$ cat src/rtl/issue_ctrl_pkg.sv
// Shared definitions for the issue controller: slot state encodings,
// default load/store outstanding limit, slot record and a saturating helper.
package issue_ctrl_pkg;

    // Slot state encodings
    localparam logic [0:0] ISSUE_EMPTY = 1'b0;
    localparam logic [0:0] ISSUE_PEND  = 1'b1;

    // Default maximum number of outstanding load/store instructions
    localparam int LS_MAX_DEFAULT = 2;

    // Decoded instruction held in the issue slot
    typedef struct packed {
        logic [5:0]  op;
        logic        rs1_v;
        logic [4:0]  rs1;
        logic        rs2_v;
        logic [4:0]  rs2;
        logic        rd_v;
        logic [4:0]  rd;
        logic        imm_v;
        logic [31:0] imm;
        logic        ls;
    } slot_t;

    // 32-bit increment that sticks at all-ones
    function automatic logic [31:0] sat_inc32(input logic [31:0] v);
        return (v == 32'hFFFF_FFFF) ? v : v + 32'd1;
    endfunction

endpackage

$ cat src/rtl/issue_ctrl_scoreboard.sv
// Register scoreboard: one busy bit per architectural register (x0 never busy).
// A set and a clear of the same register on one edge leaves it busy.
// Queries are bypassed: a register being cleared this cycle reads as free.
module issue_ctrl_scoreboard (
    input  logic        clk,
    input  logic        rst,
    input  logic        set_v_i,
    input  logic [4:0]  set_rd_i,
    input  logic        clr_v_i,
    input  logic [4:0]  clr_rd_i,
    input  logic [4:0]  q1_rd_i,
    input  logic [4:0]  q2_rd_i,
    input  logic [4:0]  q3_rd_i,
    output logic        q1_busy_o,
    output logic        q2_busy_o,
    output logic        q3_busy_o,
    output logic [31:0] busy_o
);

    logic [31:0] busy_q, busy_d;

    // Next busy vector: clear first so a simultaneous set wins
    always_comb begin
        busy_d = busy_q;
        if (clr_v_i)
            busy_d[clr_rd_i] = 1'b0;
        if (set_v_i && set_rd_i != 5'd0)
            busy_d[set_rd_i] = 1'b1;
        busy_d[0] = 1'b0;
    end

    // Busy vector register
    always_ff @(posedge clk) begin
        if (rst) busy_q <= '0;
        else     busy_q <= busy_d;
    end

    assign q1_busy_o = (q1_rd_i != 5'd0) && busy_q[q1_rd_i] && !(clr_v_i && clr_rd_i == q1_rd_i);
    assign q2_busy_o = (q2_rd_i != 5'd0) && busy_q[q2_rd_i] && !(clr_v_i && clr_rd_i == q2_rd_i);
    assign q3_busy_o = (q3_rd_i != 5'd0) && busy_q[q3_rd_i] && !(clr_v_i && clr_rd_i == q3_rd_i);
    assign busy_o    = busy_q;

endmodule

$ cat src/rtl/issue_ctrl.sv
// Decode-to-execute issue controller: single instruction slot, RAW/WAW
// hazard check against a register scoreboard, load/store outstanding limit.
// Optional feature: define ISSUE_STALL_CNT_EN to add the stall_cycles counter.
module issue_ctrl
    import issue_ctrl_pkg::*;
#(
    parameter int LS_MAX = LS_MAX_DEFAULT
) (
    input  logic        clk,
    input  logic        rst,
    input  logic        in_valid,
    output logic        in_ready,
    input  logic [5:0]  dec_op,
    input  logic        dec_rs1_v,
    input  logic [4:0]  dec_rs1,
    input  logic        dec_rs2_v,
    input  logic [4:0]  dec_rs2,
    input  logic        dec_rd_v,
    input  logic [4:0]  dec_rd,
    input  logic        dec_imm_v,
    input  logic [31:0] dec_imm,
    input  logic        dec_ls,
    output logic        iss_valid,
    input  logic        iss_ready,
    output logic [5:0]  iss_op,
    output logic [4:0]  iss_rs1,
    output logic [4:0]  iss_rs2,
    output logic [4:0]  iss_rd,
    output logic        iss_imm_v,
    output logic [31:0] iss_imm,
    output logic        iss_ls,
    input  logic        wb_valid,
    input  logic [4:0]  wb_rd,
    input  logic        ls_done,
    input  logic        flush,
    output logic [31:0] busy_mask
`ifdef ISSUE_STALL_CNT_EN
    ,
    output logic [31:0] stall_cycles
`endif
);

    logic [0:0] state_q, state_d;
    slot_t      slot_q, slot_d;
    logic [2:0] ls_cnt_q, ls_cnt_d;
    logic       fire, accept, stall, ls_full;
    logic       rs1_busy, rs2_busy, rd_busy;
    logic       ls_inc, ls_dec;

    issue_ctrl_scoreboard u_sb (
        .clk       (clk),
        .rst       (rst),
        .set_v_i   (fire && slot_q.rd_v),
        .set_rd_i  (slot_q.rd),
        .clr_v_i   (wb_valid),
        .clr_rd_i  (wb_rd),
        .q1_rd_i   (slot_q.rs1),
        .q2_rd_i   (slot_q.rs2),
        .q3_rd_i   (slot_q.rd),
        .q1_busy_o (rs1_busy),
        .q2_busy_o (rs2_busy),
        .q3_busy_o (rd_busy),
        .busy_o    (busy_mask)
    );

    // A completing load/store this cycle frees a slot in the limit check
    assign ls_full   = slot_q.ls && (ls_cnt_q == 3'(LS_MAX)) && !ls_done;
    assign stall     = (slot_q.rs1_v && rs1_busy) || (slot_q.rs2_v && rs2_busy) ||
                       (slot_q.rd_v && rd_busy) || ls_full;
    assign iss_valid = (state_q == ISSUE_PEND) && !stall && !flush;
    assign fire      = iss_valid && iss_ready;
    assign in_ready  = !rst && !flush && ((state_q == ISSUE_EMPTY) || fire);
    assign accept    = in_valid && in_ready;

    // Slot state and contents; a new accept refills the slot on the issue edge
    always_comb begin
        state_d = state_q;
        slot_d  = slot_q;
        if (flush)
            state_d = ISSUE_EMPTY;
        else if (accept)
            state_d = ISSUE_PEND;
        else if (fire)
            state_d = ISSUE_EMPTY;
        if (accept) begin
            slot_d.op    = dec_op;
            slot_d.rs1_v = dec_rs1_v;
            slot_d.rs1   = dec_rs1;
            slot_d.rs2_v = dec_rs2_v;
            slot_d.rs2   = dec_rs2;
            slot_d.rd_v  = dec_rd_v;
            slot_d.rd    = dec_rd;
            slot_d.imm_v = dec_imm_v;
            slot_d.imm   = dec_imm;
            slot_d.ls    = dec_ls;
        end
    end

    // Outstanding load/store count; done at zero is dropped
    always_comb begin
        ls_inc   = fire && slot_q.ls;
        ls_dec   = ls_done && (ls_cnt_q != 3'd0);
        ls_cnt_d = ls_cnt_q;
        if (ls_inc && !ls_dec)
            ls_cnt_d = ls_cnt_q + 3'd1;
        else if (ls_dec && !ls_inc)
            ls_cnt_d = ls_cnt_q - 3'd1;
    end

    // Slot and counter registers
    always_ff @(posedge clk) begin
        if (rst) begin
            state_q  <= ISSUE_EMPTY;
            slot_q   <= '0;
            ls_cnt_q <= '0;
        end else begin
            state_q  <= state_d;
            slot_q   <= slot_d;
            ls_cnt_q <= ls_cnt_d;
        end
    end

    assign iss_op    = slot_q.op;
    assign iss_rs1   = slot_q.rs1;
    assign iss_rs2   = slot_q.rs2;
    assign iss_rd    = slot_q.rd;
    assign iss_imm_v = slot_q.imm_v;
    assign iss_imm   = slot_q.imm;
    assign iss_ls    = slot_q.ls;

`ifdef ISSUE_STALL_CNT_EN
    logic [31:0] stall_cnt_q;

    // Count cycles a pending instruction is held back by a hazard
    always_ff @(posedge clk) begin
        if (rst)
            stall_cnt_q <= '0;
        else if (state_q == ISSUE_PEND && stall && !flush)
            stall_cnt_q <= sat_inc32(stall_cnt_q);
    end

    assign stall_cycles = stall_cnt_q;
`endif

endmodule

$ cat config.mk
export PLATFORM = sky130hd
export DESIGN_NAME = issue_ctrl
export DESIGN_NICKNAME = d
export VERILOG_FILES = /design/src/rtl/issue_ctrl_pkg.sv /design/src/rtl/issue_ctrl_scoreboard.sv /design/src/rtl/issue_ctrl.sv
export SDC_FILE = /design/constraint.sdc
export NUM_CORES = 1
export LEC_CHECK = 0
export CAP_MARGIN = 20
export CORE_MARGIN = 10
export CORE_UTILIZATION = 55
export DETAILED_ROUTE_END_ITERATION = 12
export DONT_BUFFER_PORTS = 1
export GPL_ROUTABILITY_DRIVEN = 1
export PLACE_DENSITY = 0.7
export SYNTH_ARGS = -nofsm -noshare
export SYNTH_HDL_FRONTEND = slang
export SYNTH_SLANG_ARGS = --single-unit
$ cat constraint.sdc
create_clock -name clk -period 5 [get_ports clk]
set_input_delay 1 -clock clk [delete_from_list [all_inputs] [get_ports clk]]
set_output_delay 1 -clock clk [all_outputs]
set_load 0.03 [all_outputs]
=== Word level (Yosys, flattened, before mapping) ===
Index checks and enable logic that the tools add are counted.

* Bits in registers: 94
* Input bits: 70
* Output and inout port bits: 89

* $add $sub $neg: 2
* $lt $le $gt $ge: 6
* Eq/ne operators: 4
* Multiplexer cells: 16
* Bitwise logic cells: 4
* Reduce and logical (&&, ||, !) cells: 48

{| class="wikitable"
|+ Operator list
! kind !! number
|-
| 2-to-1 mux 32 bit || 2
|-
| AND 32 bit || 1
|-
| NOT 32 bit || 1
|-
| OR 32 bit || 1
|-
| logical AND 1 bit || 28
|-
| less-than comparator 5 x 6 -> 1 bit, second input constant || 4
|-
| binary-select mux 1 bit (select 5 bit) || 3
|-
| == test 5 bit || 3
|-
| nonzero test 5 bit || 3
|-
| demux 1 bit (select 5 bit) || 2
|-
| greater-or-equal comparator 5 x 1 -> 1 bit, second input constant || 2
|-
| zero test 1 bit || 9
|-
| 2-to-1 mux 1 bit || 7
|-
| 2-to-1 mux 3 bit || 2
|-
| logical OR 1 bit || 4
|-
| nonzero test 2 bit || 2
|-
| adder 3 x 1 -> 3 bit, second input constant || 1
|-
| == test 3 x 2 -> 1 bit, second input constant || 1
|-
| nonzero test 3 bit || 1
|-
| subtractor 3 x 1 -> 3 bit, second input constant || 1
|-
| OR reduction 2 bit || 1
|-
| NOT 1 bit || 1
|}

=== Depth between registers and ports, before layout ===
Gate-level depths: netlist of the first run.

* Depth in word-level cells: 17
* Mapped depth: 15

=== By module ===
Synthesis of the first run repeated with hierarchy kept, for this count alone.

* Cell total of the unflattened synthesis: 621
* Area total of the unflattened synthesis: 5388.9 µm²

{| class="wikitable"
|+ Modules (own cells, without submodules)
! module !! instances !! cells each !! area each (µm²)
|-
| issue_ctrl || 1 || 354 || 3035.4
|-
| issue_ctrl_scoreboard || 1 || 267 || 2353.5
|}

=== Least setup slack after synthesis of the first run ===
OpenSTA, ideal clock, no wires.

* Path kind: input -> output
* Start point: input port wb_rd[1]
* End point: output port in_ready
* Data arrival time: 3.049 ns
* Slack: 0.951 ns
* Stages: 8
* Buffers on the path: 1
* Path through: clkbuf_1 > xor2_1 > nor4_1 > nand3_1 > a31o_2 > a32oi_2 > a31oi_1 > nor3_1

* Word-level cells in the longest chain between the ends: 14

{| class="wikitable"
|+ Ends and longest elaborated chain
! item !! RTL line !! source
|-
| from (decl) || issue_ctrl.sv:33 || <nowiki>input logic [4:0] wb_rd,</nowiki>
|-
| == test 5 bit, on equally long branches || issue_ctrl_scoreboard.sv:38, issue_ctrl_scoreboard.sv:39 ||
|-
| logical AND 1 bit, on equally long branches || issue_ctrl_scoreboard.sv:38, issue_ctrl_scoreboard.sv:39 ||
|-
| zero test 1 bit, on equally long branches || issue_ctrl_scoreboard.sv:38, issue_ctrl_scoreboard.sv:39 ||
|-
| logical AND 1 bit, on equally long branches || issue_ctrl_scoreboard.sv:38, issue_ctrl_scoreboard.sv:39 ||
|-
| logical AND 1 bit || issue_ctrl.sv:68 || <nowiki>assign stall = (slot_q.rs1_v && rs1_busy) || (slot_q.rs2_v && rs2_busy) ||</nowiki>
|-
| logical OR 1 bit || issue_ctrl.sv:68 ||
|-
| logical OR 1 bit * || issue_ctrl.sv:68 ||
|-
| logical OR 1 bit * || issue_ctrl.sv:69 || <nowiki>(slot_q.rd_v && rd_busy) || ls_full;</nowiki>
|-
| zero test 1 bit * || issue_ctrl.sv:70 || <nowiki>assign iss_valid = (state_q == ISSUE_PEND) && !stall && !flush;</nowiki>
|-
| logical AND 1 bit * (2 in series) || issue_ctrl.sv:70 ||
|-
| logical AND 1 bit * || issue_ctrl.sv:71 || <nowiki>assign fire = iss_valid && iss_ready;</nowiki>
|-
| logical OR 1 bit * || issue_ctrl.sv:72 || <nowiki>assign in_ready = !rst && !flush && ((state_q == ISSUE_EMPTY) || fire);</nowiki>
|-
| logical AND 1 bit * || issue_ctrl.sv:72 ||
|-
| to (decl) || issue_ctrl.sv:12 || <nowiki>output logic in_ready,</nowiki>
|}

Every way passes the cells marked *; elsewhere a longest branch is shown, timed or not.

=== Worst setup path after layout of the first run ===
* Start point: register slot_q (netlist bit iss_rd[1])
* End point: output port iss_valid

* Word-level cells in the longest chain between the ends: 10

{| class="wikitable"
|+ Ends and longest elaborated chain
! item !! RTL line !! source
|-
| from (decl) || issue_ctrl.sv:44 || <nowiki>slot_t slot_q, slot_d;</nowiki>
|-
| from (signal assigned) || issue_ctrl.sv:118 || <nowiki>slot_q <= slot_d;</nowiki>
|-
| binary-select mux 1 bit (select 5 bit) / == test 5 bit (equally long branches) || issue_ctrl_scoreboard.sv:40 || <nowiki>assign q3_busy_o = (q3_rd_i != 5'd0) && busy_q[q3_rd_i] && !(clr_v_i && clr_rd_i == q3_rd_i);</nowiki>
|-
| 2-to-1 mux 1 bit (implied by the code) / logical AND 1 bit (equally long branches) || issue_ctrl_scoreboard.sv:40 ||
|-
| logical AND 1 bit / zero test 1 bit (equally long branches) || issue_ctrl_scoreboard.sv:40 ||
|-
| logical AND 1 bit * || issue_ctrl_scoreboard.sv:40 ||
|-
| logical AND 1 bit * || issue_ctrl.sv:69 ||
|-
| logical OR 1 bit * || issue_ctrl.sv:68 ||
|-
| logical OR 1 bit * || issue_ctrl.sv:69 ||
|-
| zero test 1 bit * || issue_ctrl.sv:70 ||
|-
| logical AND 1 bit * (2 in series) || issue_ctrl.sv:70 ||
|-
| to (decl) || issue_ctrl.sv:23 || <nowiki>output logic iss_valid,</nowiki>
|}

Every way passes the cells marked *; elsewhere a longest branch is shown, timed or not. The select of a mux whose other input is x is not followed.

==> results of run 1 <==
## worst paths after layout
path	slack [ps]	cells after the start	start	endpoint
worst min-delay path	490	2	ls_cnt_q[2]	ls_cnt_q[2]
worst max-delay path	630	7	iss_rd[1]	iss_valid
worst min register to register	490	2	ls_cnt_q[2]	ls_cnt_q[2]
worst max register to register	790	13	iss_rd[1]	ls_cnt_q[2]
## final cells by class
class	instances	share of cell area, %
Antenna cell	2	0.09436
Clock buffer	10	2.595
Clock inverter	6	1.722
Inverter	11	0.7785
Multi-Input combinational cell	374	55.63
Sequential cell	93	35.10
Tap cell	133	3.138
Timing Repair Buffer	5	0.9436
## metal layers
| metal | GRT usage [%] | part of all wire, % | wire length (um) | up-vias |
|---|---|---|---|---|
| met4 | 7.099 | 2.3 | 345 | 0 |
| li1 | - | - | - | 1801 |
| met3 | 11.15 | 14 | 2122 | 31 |
| met1 | 22.58 | 38 | 5683 | 1910 |
| met2 | 33.13 | 46 | 6957 | 223 |
| met5 | 0 | 0 | 0 | - |
## Yosys cell counts, types with 6 or more instances
cell,count
nand3_1,12
mux2i_1,8
xnor2_1,7
nor2b_1,73
mux4_2,14
dfxtp_1,93
nor2_1,19
inv_1,11
o21ai_0,45
mux2_2,50
nand2_1,29
clkbuf_1,24
mux2_1,20
buf_2,10
nand3b_1,21
nor3b_1,6
o41ai_1,7
xor2_1,10
buf_4,55
## stage by stage
| step | power [mW] | setup slack (ps) | std cells | utilization, % |
|---|---|---|---|---|
| finish | 1.638 | 632.8 | 634 | 54.77 |
| CTS | 1.655 | 633.9 | 632 | 54.72 |
| detailed placement | 1.077 | 862.1 | 616 | 52.35 |
| global placement | 1.070 | 965.9 | 616 | 52.35 |
| global route | 1.717 | 388.1 | 634 | 54.77 |
| floorplan | 1.085 | 950.9 | 569 | - |
## flip-flops by register name, indices dropped and copies added (netlist names), 3 cells and up
register / cells
u_sb.busy_o: 31
iss_rd: 5
iss_rs1: 5
iss_imm: 32
ls_cnt_q: 3
iss_rs2: 5
slot_q: 3
iss_op: 6
## logic make-up (layout without fill, tap and decap cells)
kind of cell	after synthesis	after routing	synth area share [%]
adder cells (fa/ha/maj)	2	2	0.6013
other	1	3	0.06931
multiplexers	92	92	21.88
AND/OR/NAND/NOR	181	181	19.20
XOR/XNOR	17	17	2.752
AO/OA/AOI/OAI	81	81	9.690
flip-flops	93	93	34.41
buffers and inverters	102	32	11.40
## power by group through the flow
stage | combinational, mW | sequential [mW] | clock [mW]
final | 0.179 | 0.882 | 0.577
after global routing | 0.199 | 0.890 | 0.627
after CTS | 0.178 | 0.882 | 0.594
after detailed placement | 0.177 | 0.900 | 0
after global placement | 0.171 | 0.898 | 0
after floorplan | 0.266 | 0.819 | 0
## worst max-delay path: stages, from the launching register on
cell	delay [ps]
dfxtp_1	880
mux2_2	410
a32o_1	210
a211oi_1	280
nand4_1	180
a32oi_2	420
nand2_1	310
inv_1	310
==> metrics.md, run 1 <==
| Metric | Value |
|---|---|
| Outcome | `finished, final reports clean` |
| CP endpoint kind | `primary output` |
| Synth area leaders | `dfxtp_1 34%, mux2_2 10%, nor2b_1 8.4%` |
| Number of flops mapped to enable cells by yosys | `0` |
| Commonest non-fill, non-tap cell in the layout | `dfxtp_1` |
| Clk sink count | `93` |
| Num CTS Buffers | `9` |
| #FFs+latches synth | `93` |
| Routed WL | `15110 um` |
| GRT overflow | `0` |
| TritonRoute pass-1 iters | `7` |
| Synth Area per Inst | `between 9 and 10 um^2` |
| Post-route cell area | `between 5000 and 6000 um^2` |
| Clk pin slew, worst setup/hold paths | `around 90 ps` |
| Initial Util | `55.87%` |
| Area delta synth->final | `-1.966%` |
| Die area | `14200 um^2` |
| Net Switching | `0.4645 mW` |
| Final hold violations | `0` |
| Clock share of power | `35.2%` |
| Final net count | `566` |
| Placed cell areas | `5070 um^2` |
| Tcrit/Tclk final | `87.34%` |
| Post-CTS Setup Inserts | `0` |
| Most frequent cells in the layout | `93 x dfxtp_1, 73 x nor2b_1, 50 x mux2_2` |
| Sequential share of the synthesized area | `between 30% and 40%` |
| Crit-path max FO | `20` |
| H-tree depth | `3` |
| Slew headroom | `43.78%` |
| Placeable Area | `9684 um^2` |
| Tot GR Track Use | `about a fifth` |
| CTS tree | `yes` |
| Yosys warning count | `0` |
| LEAKAGE | `1.955 nW` |
| FILL cells | `around 900` |
| Crit path kind | `reg2out` |
| Worst Max-Slew Pin Slew | `842.1 ps` |
| Share of the synthesized area in the top cell type | `34.41%` |
| Root Buffer | `clkbuf_8` |
| Die H | `between 100 and 150 um` |
| Routed vias/inst | `around 6.3` |
| Asr flop ratio synth | `0%` |
| Fin Clk Skew | `17.15 ps` |
| Setup_tns | `0 ps` |
| Critical Path Source Type | `flop` |
| RSZ-0062 raised after global routing | `false` |
| Post-detail-place hpwl | `between 10000 and 15000 um` |
| Fin crit period | `4367 ps` |
| Flop pwr share | `53.8%` |
| Sw Ratio | `28.35%` |
| Highest clock rate | `229.0 MHz` |
| DR WL/cell | `23.83 um` |
| Via count | `3965` |
| Post-synth net total | `approximately 640` |
| Max Root-Sink Buffers | `2` |
| I/O pin count | `159` |
| Clk Latency, worst-skew pair | `between 300 and 400 ps` |
| Fin. max-slew vios | `0` |
| CTS Hold Bufs | `0` |
| Largest net degree at the start of global routing | `97` |
| Residual DRC | `0` |
| First-pass GRT wire length | `roughly 23000 um` |
| Combinational Power Share | `between 10% and 20%` |
| DIE WIDTH | `119.2 um` |
| Power Dens Cells | `308.9 nW/um^2` |
| VDD IR max | `about 0.00020 V` |
| Hold slack | `491.8 ps` |
| Starting DRT DRC Count | `approximately 280` |
| Share of cells above drive strength 1 | `19.04%` |
| # port buffers | `0` |
| Worst endpoint required time | `around 4000 ps` |
| Final ANT Viol Nets | `0` |
| Netlist Area Pre-Place | `~5400 um^2` |
| Site Rows | `36` |
| Maxcap violations | `0` |
| Yosys cell types | `52` |
| Placer Congestion | `around 1` |
| Most frequently used flop master after synthesis | `dfxtp_1` |
| Setup-failing EPs final | `0` |
| CTS resizes | `0` |
| Initial antenna violation count | `2` |
| Register area | `1862 um^2` |
| Number of global-route vias before repair | `4028` |
| Cell Int Power | `between 1 and 1.5 mW` |
| Critical Path AT | `3370 ps` |
| Area of the multi-input gates | `2950 um^2` |
| Min-delay worst type | `reg2reg` |
| Cells after Synth | `between 500 and 600` |
| Post-synth top area cell | `dfxtp_1` |
Power figures use the tool's default switching activity.
==> inputs of run 2 (changes only) <==
--- a/config.mk
+++ b/config.mk
@@ -7,11 +7,10 @@
 export LEC_CHECK = 0
 export CAP_MARGIN = 20
 export CORE_MARGIN = 10
-export CORE_UTILIZATION = 55
+export CORE_UTILIZATION = 48
 export DETAILED_ROUTE_END_ITERATION = 12
-export DONT_BUFFER_PORTS = 1
 export GPL_ROUTABILITY_DRIVEN = 1
-export PLACE_DENSITY = 0.7
+export PLACE_DENSITY = 0.81
 export SYNTH_ARGS = -nofsm -noshare
 export SYNTH_HDL_FRONTEND = slang
 export SYNTH_SLANG_ARGS = --single-unit
==> run 2 against run 1 <==
  * Die area grew 12%
  * First-iteration DRC count grew 36%
  * Combinational power grew 100%
  * Cell count up 26%
  * Non-clock buffer count up 158
  * Global-route usage fell by 0.31 points
  * Critical endpoint unchanged
==> metrics.md, run 2 (synthesis gave the netlist of run 1 again) <==
| Metric | Value |
|---|---|
| I/O pin count | `159` |
| # port buffers | `approximately 160` |
| Register area | `1862 um^2` |
| Commonest non-fill, non-tap cell in the layout | `clkdlybuf4s50_1` |
| Final hold violations | `0` |
| Clk pin slew, worst setup/hold paths | `roughly 60 ps` |
| Number of flip-flops under the largest register name | `32` |
| First-pass GRT wire length | `26040 um` |
| Placeable Area | `10940 um^2` |
| CTS Hold Bufs | `0` |
| Num CTS Buffers | `9` |
| Clk Latency, worst-skew pair | `between 300 and 400 ps` |
| Clk sink count | `93` |
| Fin crit period | `approximately 4700 ps` |
| Crit path cell chain | `clkdlybuf4s50_1 -> xor2_1 -> nor4_1 -> nand3_1 -> a31o_2 -> a32oi_2 -> nand2_1 -> inv_1 -> clkdlybuf4s50_1` |
| VDD IR max | `~0.00024 V` |
| DIE WIDTH | `126.2 um` |
| Die H | `about 130 um` |
| Hold Crit Depth | `2` |
| CTS tree | `yes` |
| Number of global-route vias before repair | `4605` |
| Min-delay worst type | `reg2reg` |
| CP most frequent cell | `clkdlybuf4s50_1` |
| Routed vias/inst | `5.757` |
| Area of the multi-input gates | `2950 um^2` |
| Crit-path max FO | `10` |
| Worst endpoint required time | `4000 ps` |
| H-tree depth | `3` |
| Worst Max-Slew Pin Slew | `937.1 ps` |
| Post-CTS Setup Inserts | `0` |
| CTS resizes | `0` |
| Initial antenna violation count | `0` |
| LEAKAGE | `2.563 nW` |
| Residual DRC | `0` |
| Max Root-Sink Buffers | `2` |
| Placer Congestion | `~1` |
| GRT overflow | `0` |
| Initial Util | `49.47%` |
| Die area | `15920 um^2` |
| Post-detail-place hpwl | `around 13000 um` |
| Highest clock rate | `213.9 MHz` |
| DR WL/cell | `20.94 um` |
| Most frequent cells in the layout | `155 x clkdlybuf4s50_1, 93 x dfxtp_1, 73 x nor2b_1` |
| RSZ-0062 raised after global routing | `false` |
| Power Dens Cells | `277.3 nW/um^2` |
| Final net count | `724` |
| Slew headroom | `between 30% and 40%` |
| Worst stage delay on the critical path | `around 660 ps` |
| Area delta synth->final | `28.52%` |
| Root Buffer | `clkbuf_16` |
| Setup_tns | `0 ps` |
| Total inserted antenna cells | `0` |
| Routed WL | `16690 um` |
| Stages on the worst setup path | `9` |
| Critical Path AT | `about 3700 ps` |
| Setup-failing EPs final | `0` |
| CP endpoint kind | `primary output` |
| Largest net degree at the start of global routing | `96` |
| Tcrit/Tclk final | `93.48%` |
| Share of cells above drive strength 1 | `roughly 15%` |
| TritonRoute pass-1 iters | `6` |
| FILL cells | `914` |
| Tot GR Track Use | `between 20 and 25%` |
| Final ANT Viol Nets | `0` |
| Fin Clk Skew | `around 11 ps` |
| Maxcap violations | `0` |
| Via count | `roughly 4600` |
| R2R depth | `13` |
| Slowest-stage cell, CP | `clkdlybuf4s50_1` |
| Outcome | `finished, final reports clean` |
| Fin util | `a little under two thirds` |
| Crit path kind | `in2out` |
| Starting DRT DRC Count | `375` |
| Fin. max-slew vios | `0` |
| Site Rows | `38` |
| Bufs and invs on worst path | `3` |
| Critical Path Source Type | `primary input` |
| Crit-path leading delay family | `buffers and inverters` |
run 2: final cells by class:
type | count | area share (%)
repair buffers | 163 | 23.14
inverters | 11 | 0.5938
clock buffers | 10 | 3.293
multi-input cells | 374 | 42.43
flip-flops and latches | 93 | 26.78
well taps | 140 | 2.519
clock inverters | 6 | 1.242
run 2: worst min-delay path, delay by kind of cell, from the launching register on:
family,cells,cell delay (ps)
compound gates,2,140
flops,1,320
run 2: path summary, 6_finish.rpt:
| check | from | end | slack (ps) |
|---|---|---|---|
| max | wb_rd[1] | iss_valid | 330 |
| min | ls_cnt_q[2] | ls_cnt_q[2] | 520 |
| max reg2reg | iss_rs1[0] | ls_cnt_q[2] | 1080 |
| min reg2reg | ls_cnt_q[2] | ls_cnt_q[2] | 520 |
run 2: stage by stage:
step | hold WS [ps] | setup WS, ps | instance area, um^2 | cells | total power, mW
after floorplan | 453.4 | 950.9 | 5410 | 569 | 1.085
after global placement | 461.4 | 387.5 | 6638 | 781 | 1.192
after detailed placement | 500.5 | 364.1 | 6638 | 781 | 1.204
after CTS | 520.4 | 358.7 | 6953 | 797 | 1.941
after global routing | 542.3 | 199.6 | 6953 | 797 | 2.000
final | 515.8 | 325.9 | 6953 | 797 | 1.928
run 2: per-layer routing:
| layer | up-vias | GRT usage (%) | wire (um) |
|---|---|---|---|
| li1 | 2099 | - | - |
| met1 | 2202 | 24.36 | 6674 |
| met2 | 256 | 33.04 | 7987 |
| met3 | 31 | 6.879 | 1647 |
| met4 | 0 | 6.966 | 383 |
| met5 | - | 0 | 0 |
run 2: power breakdown:
part,internal [mW],switching [mW]
Combinational,0.183,0.177
Sequential,0.780,0.0495
Clock,0.439,0.300
Total,1.40,0.526
